## src/rtl/pj_store_buffer_pkg.sv

```systemverilog
// Shared types and default sizes for the pj_store_buffer slice.
// Buffer entries are {addr, data} pairs held in an in-order circular buffer.
package pj_store_buffer_pkg;

    localparam int SB_WORD_SIZE = 16;
    localparam int SB_ADDR_W    = 16;
    localparam int SB_DEPTH     = 8;

    typedef struct packed {
        logic [SB_ADDR_W-1:0]    addr;
        logic [SB_WORD_SIZE-1:0] data;
    } sb_entry_s;

endpackage

```

## src/rtl/pj_sb_cam.sv

```systemverilog
// Associative lookup over the store buffer: returns the youngest valid entry
// whose address matches, scanning from wr_ptr-1 back towards the oldest entry.
module pj_sb_cam
    import pj_store_buffer_pkg::*;
#(
    parameter  int DEPTH_P = SB_DEPTH,
    localparam int PTR_W   = $clog2(DEPTH_P)
) (
    input  sb_entry_s               entries [DEPTH_P],
    input  logic [DEPTH_P-1:0]      valid,
    input  logic [PTR_W-1:0]        wr_ptr,
    input  logic [SB_ADDR_W-1:0]    lookup_addr,
    output logic                    hit,
    output logic [PTR_W-1:0]        hit_idx,
    output logic [SB_WORD_SIZE-1:0] hit_data
);

    logic [PTR_W-1:0] idx;

    always_comb begin
        hit      = 1'b0;
        hit_idx  = '0;
        hit_data = '0;
        idx      = '0;
        // k = DEPTH_P wraps back onto wr_ptr itself, the oldest slot when full
        for (int k = 1; k <= DEPTH_P; k++) begin
            idx = wr_ptr - PTR_W'(k);
            if (!hit && valid[idx] && (entries[idx].addr == lookup_addr)) begin
                hit      = 1'b1;
                hit_idx  = idx;
                hit_data = entries[idx].data;
            end
        end
    end

endmodule

```

## src/rtl/pj_store_buffer.sv

```systemverilog
// Store buffer between core data port and single-port SRAM: in-order FIFO,
// same-cycle load forwarding, drain on idle/hit cycles. Option: PJ_SB_COALESCE_EN.
module pj_store_buffer
    import pj_store_buffer_pkg::*;
#(
    parameter int WORD_SIZE_P = SB_WORD_SIZE,
    parameter int ADDR_W_P    = SB_ADDR_W,
    parameter int DEPTH_P     = SB_DEPTH
) (
    input  logic                   clk_i,
    input  logic                   reset_i,
    input  logic                   w_v_i,
    input  logic [ADDR_W_P-1:0]    w_addr_i,
    input  logic [WORD_SIZE_P-1:0] w_data_i,
    input  logic                   r_v_i,
    input  logic [ADDR_W_P-1:0]    r_addr_i,
    output logic [WORD_SIZE_P-1:0] r_data_o,
    output logic                   mem_v_o,
    output logic                   mem_w_o,
    output logic [ADDR_W_P-1:0]    mem_addr_o,
    output logic [WORD_SIZE_P-1:0] mem_data_o,
    input  logic [WORD_SIZE_P-1:0] mem_data_i,
    output logic                   full_o,
    output logic                   empty_o,
    output logic                   overflow_o
);

    localparam int PTR_W = $clog2(DEPTH_P);
    localparam int CNT_W = PTR_W + 1;
    localparam logic [CNT_W-1:0] DEPTH_C = CNT_W'(DEPTH_P);

    sb_entry_s          entries [DEPTH_P];
    sb_entry_s          head;
    logic [PTR_W-1:0]   rd_ptr, wr_ptr;
    logic [CNT_W-1:0]   count;
    logic               overflow_q;
    logic [DEPTH_P-1:0] valid;

    logic                   ld_hit;
    logic [PTR_W-1:0]       ld_idx;
    logic [WORD_SIZE_P-1:0] ld_data;
    logic                   unused_ld_idx;
    logic                   drain, accept, coalesce;

    for (genvar gi = 0; gi < DEPTH_P; gi++) begin : g_valid
        logic [PTR_W-1:0] off;
        assign off       = PTR_W'(gi) - rd_ptr;
        assign valid[gi] = {1'b0, off} < count;
    end

    pj_sb_cam #(.DEPTH_P(DEPTH_P)) u_load_cam (
        .entries     (entries),
        .valid       (valid),
        .wr_ptr      (wr_ptr),
        .lookup_addr (r_addr_i),
        .hit         (ld_hit),
        .hit_idx     (ld_idx),
        .hit_data    (ld_data)
    );
    assign unused_ld_idx = ^ld_idx;

    assign empty_o    = (count == '0);
    assign full_o     = (count == DEPTH_C);
    assign overflow_o = overflow_q;
    assign head       = entries[rd_ptr];

    // The SRAM port belongs to a missing load; otherwise the head entry drains.
    assign drain      = !empty_o && (!r_v_i || ld_hit);
    assign mem_v_o    = (r_v_i && !ld_hit) || drain;
    assign mem_w_o    = drain;
    assign mem_addr_o = drain ? head.addr : r_addr_i;
    assign mem_data_o = head.data;
    assign r_data_o   = ld_hit ? ld_data : mem_data_i;

`ifdef PJ_SB_COALESCE_EN
    logic                   co_hit;
    logic [PTR_W-1:0]       co_idx;
    logic [WORD_SIZE_P-1:0] co_data;
    logic                   unused_co_data;

    pj_sb_cam #(.DEPTH_P(DEPTH_P)) u_coalesce_cam (
        .entries     (entries),
        .valid       (valid),
        .wr_ptr      (wr_ptr),
        .lookup_addr (w_addr_i),
        .hit         (co_hit),
        .hit_idx     (co_idx),
        .hit_data    (co_data)
    );
    assign unused_co_data = ^co_data;

    // Merging into the entry that is leaving this cycle would lose the store.
    assign coalesce = w_v_i && co_hit && !(drain && (co_idx == rd_ptr));
`else
    assign coalesce = 1'b0;
`endif

    // Store handshake: w_v_i is a committed store with no ready; the core must
    // watch full_o, and a store that finds no room is dropped and flagged.
    assign accept = w_v_i && !coalesce && (!full_o || drain);

    always_ff @(posedge clk_i or posedge reset_i) begin
        if (reset_i) begin
            rd_ptr     <= '0;
            wr_ptr     <= '0;
            count      <= '0;
            overflow_q <= 1'b0;
        end else begin
            if (drain)  rd_ptr <= rd_ptr + PTR_W'(1);
            if (accept) wr_ptr <= wr_ptr + PTR_W'(1);
            count <= count + CNT_W'(accept) - CNT_W'(drain);
            if (w_v_i && !coalesce && !accept) overflow_q <= 1'b1;
        end
    end

    always_ff @(posedge clk_i) begin
        if (accept) begin
            entries[wr_ptr].addr <= w_addr_i;
            entries[wr_ptr].data <= w_data_i;
        end
`ifdef PJ_SB_COALESCE_EN
        if (coalesce) entries[co_idx].data <= w_data_i;
`endif
    end

endmodule

```

## config.mk

```make
export PLATFORM = sky130hd
export DESIGN_NAME = pj_store_buffer
export DESIGN_NICKNAME = d
export VERILOG_FILES = /design/src/rtl/pj_store_buffer_pkg.sv /design/src/rtl/pj_sb_cam.sv /design/src/rtl/pj_store_buffer.sv
export SDC_FILE = /design/constraint.sdc
export NUM_CORES = 1
export LEC_CHECK = 0
export ABC_AREA = 1
export CAP_MARGIN = 10
export CORE_AREA = 2 2 284 286
export DETAILED_ROUTE_END_ITERATION = 10
export DIE_AREA = 0 0 286 288
export DONT_BUFFER_PORTS = 1
export PLACE_DENSITY = 0.4
export SLEW_MARGIN = 20
export SYNTH_ARGS = -nofsm -noshare
export SYNTH_HDL_FRONTEND = slang
export SYNTH_SLANG_ARGS = --single-unit
```

## constraint.sdc

```tcl
create_clock -name clk_i -period 7.3 [get_ports clk_i]
set_input_delay 1.46 -clock clk_i [delete_from_list [all_inputs] [get_ports clk_i]]
set_output_delay 1.46 -clock clk_i [all_outputs]
set_load 0.02 [all_outputs]
```

==> key figures <==
Outcome
  • Outcome: finished, final reports clean

Setup path
  • Startpoint Class: flip-flop
  • Buf+Inv Stages, Crit Path: 5
  • CP Class: reg -> out
  • Worst setup EP type: output port
  • Crit-path cells: inv_6 > ha_4 > inv_4 > buf_4 > nand3_1 > nand3_1 > nand2_1 > xor2_1 > nor4_1 > nand3b_1 > nor2_2 > nor2_4 > nand3_2 > nand2_4 > inv_4 > o21ai_0 > o21ai_0 > buf_4
  • Biggest cell delay along the critical path: 0.77 ns
  • Critical Path AT: 5.50 ns
  • Worst Path Required: 5.84 ns
  • Crit Path Max Fanout: 48
  • Family with the most delay on the worst path: simple AND/OR/NAND/NOR gates
  • Critical-path top delay cell: dfrtp_4

Timing
  • Hold_ws: 0.625 ns
  • Post-route minimum period: 6.96 ns
  • Final Hold Violating Endpoints: 0
  • Max-slew violations: 0
  • RSZ-0062 raised after global routing: no
  • TNS Setup: 0 ns
  • Max Clk Rate: 144 MHz
  • Period Utilization, post-route: 95.4%
  • Layout Skew: 0.0233 ns
  • Worst Max-Slew Pin Slew: 1.18 ns
  • Finish-stage setup viols: 0
  • Max-Slew Margin vs Limit: 21.4%

Die
  • Initial Utilization: 29.6%
  • CORE AREA: 79,600 um2
  • DIE WIDTH: 286 um
  • # rows: 104
  • Die H: 288 um
  • Die Area: 82,400 um2
  • IO Count: 121

Layout
  • Finished Cell Area: 26,000 um2
  • Nets: 3,561
  • Final non-filler cell total: 4,552
  • Util after Layout: 32.6%
  • Layout cells sized above 1: 5.27%
  • Area growth syn-to-layout: 10.1%

Pwr
  • Peak VDD IR: 0.000386 V
  • Power Dens Cells: 527 nW/um2
  • Lkg Pwr: 0.0112 uW

CTS
  • H-tree depth: 2
  • Post-CTS Setup Repair Bufs: 0
  • Clock Tree Buf Depth: 3
  • Root Buffer: clkbuf_16
  • Clk_lat worst skew: 0.59 ns
  • Clock sink count: 267
  • Cts hold-fix bufs: 0
  • CTS tree: yes
  • Total CTS buffers: 35
  • Clock transition at path regs: 0.06 ns

Logic synthesis
  • Post-synth EDFFs: 256
  • Post-Syn Nets: 3,693
  • Synth top area share: 32.6%
  • Flops & latches, synth: 267
  • Synth cell types: 47
  • Syn Area/Cell: 6.56 um2
  • Most frequently used flop master after synthesis: edfxtp_1
  • Area leader, netlist: edfxtp_1
  • Syn Std Cell Area: 23,600 um2
  • Mapped Cells: 3,598
  • Sequential area share after synthesis: 33.8%
  • Synth area leaders: edfxtp_1, nand2_1, nand3_1
  • Async S/R FF share, synth: 4.12%
  • Synthesis Warnings: 0

Placement
  • Gpl congestion: 0.933
  • PortBufs: 0
  • DP Area: 24,700 um2
  • Post-Place Cells: 4,489
  • Post-DP HPWL: 84,400 um

Global route
  • Initial antenna violation count: 3
  • Largest net degree at the start of global routing: 168
  • Gr usage total: 27.8%
  • Number of global-route vias before repair: 22,500
  • Grt total ovfl: 0
  • First-pass GRT wire length: 166,000 um

Detailed routing
  • Vias per cell: 5.60
  • Wire per inst: 25.8 um
  • Routed Antenna Nets: 0
  • DRT iter0 DRCs: 4,017
  • DRT Wirelength: 117,000 um
  • DRC viols: 0
  • Number of detailed-routing iterations run before antenna repair: 6
  • Via count: 25,500

Worst hold path
  • Hold Crit Class: reg -> reg

Job
  • Max-cap viol count: 0
[Yosys cell counts (11+ instances only)]
cell type and count:
nand2_1 1083, nand3_1 635, o21ai_0 413, nor2_1 360
edfxtp_1 256, inv_1 197, clkbuf_1 136, xor2_1 79
o211ai_1 67, buf_2 64, buf_1 39, mux2i_1 37
o22ai_1 35, ha_1 26, o2111ai_1 22, o21ai_1 22
nand4_1 14, o21bai_1 14, dfrtp_1 11
[final cells by class]
type                    count  area, um2
diodes                      1       2.50
inverters                 209        797
repair buffers             85        751
clock buffers              38        887
well taps                1060       1330
flip-flops and latches    267       7980
multi-input cells        2868      13900
clock inverters            24        343
fillers                  8625      53700
[cell usage in the layout (no fill, tap or decap), types with 3 or more instances in the layout]
cell type   count
buf_12          9
and2_1         10
inv_2           6
nor2_2          3
o21ai_1        24
clkinv_1       10
o21bai_1       14
o2111ai_1      22
o21a_1          5
edfxtp_1      256
nor2_4         13
clkinvlp_4      6
nand3_1       635
nor4_1          4
o211ai_1       67
o22ai_1        35
clkbuf_1        3
dfrtp_1         7
o311ai_1        4
xor2_1         78
nand2_2         6
ha_1           24
nand3b_1        3
bufinv_16       6
nand2_1      1079
inv_1         195
clkinv_2        3
o21ai_0       411
dfrtp_4         4
a21oi_1         7
nand4_1        14
xnor2_1         3
nor2_1        349
buf_4          76
clkbuf_16      35
mux2i_1        37
inv_4           3
[stage by stage]
step | total power [uW] | worst slack [ns]
after global placement | 11600 | 0.771
after global routing | 14700 | 0.00551
after floorplan | 8370 | 1.40
after detailed placement | 11600 | 0.697
after CTS | 13500 | 0.0470
final | 13700 | 0.338
[flip-flops by register name, indices dropped and copies added (netlist names)]
| name | cells |
|---|---|
| overflow_o | 1 |
| count | 4 |
| entries | 256 |
| wr_ptr | 3 |
| rd_ptr | 3 |
[path summary, 6_finish.rpt]
check,from,end,slack (ns),depth (start not counted)
min in group asynchronous,reset_i,count[1],0.85,1
hold / removal,count[0],count[0],0.63,1
setup reg to reg,wr_ptr[0],entries[67],1.17,18
hold reg to reg,count[0],count[0],0.63,1
max in group asynchronous,reset_i,rd_ptr[0],5.99,1
setup / recovery,wr_ptr[0],mem_addr_o[15],0.34,18
[routing by layer]
metal | wire length (um) | track usage, %
met3 | 14700 | 8.98
met1 | 57600 | 44.3
met5 | 0 | 0
met2 | 42900 | 35.4
met4 | 2230 | 5.17
[power breakdown]
| part | internal [uW] | switching, uW |
|---|---|---|
| logic | 2580 | 7010 |
| clock network | 1110 | 760 |
| registers | 1950 | 292 |
| total | 5640 | 8060 |
[logic make-up after synthesis]
kind of cell	Yosys count	share of synthesized area [%]
AO/OA/AOI/OAI	594	14.2
XOR/XNOR	83	3.11
adder cells (fa/ha/maj)	27	1.46
buffers and inverters	463	8.04
flip-flops	267	33.8
multiplexers	37	1.57
AND/OR/NAND/NOR	2127	37.9
[repair_timing]
item / 4_1_cts / 5_1_grt
endpoints found under the hold margin: 0 / 0
endpoints found under the setup margin: 0 / 24
gates resized for setup: 0 / 4
(Power assumes the default switching activity.)
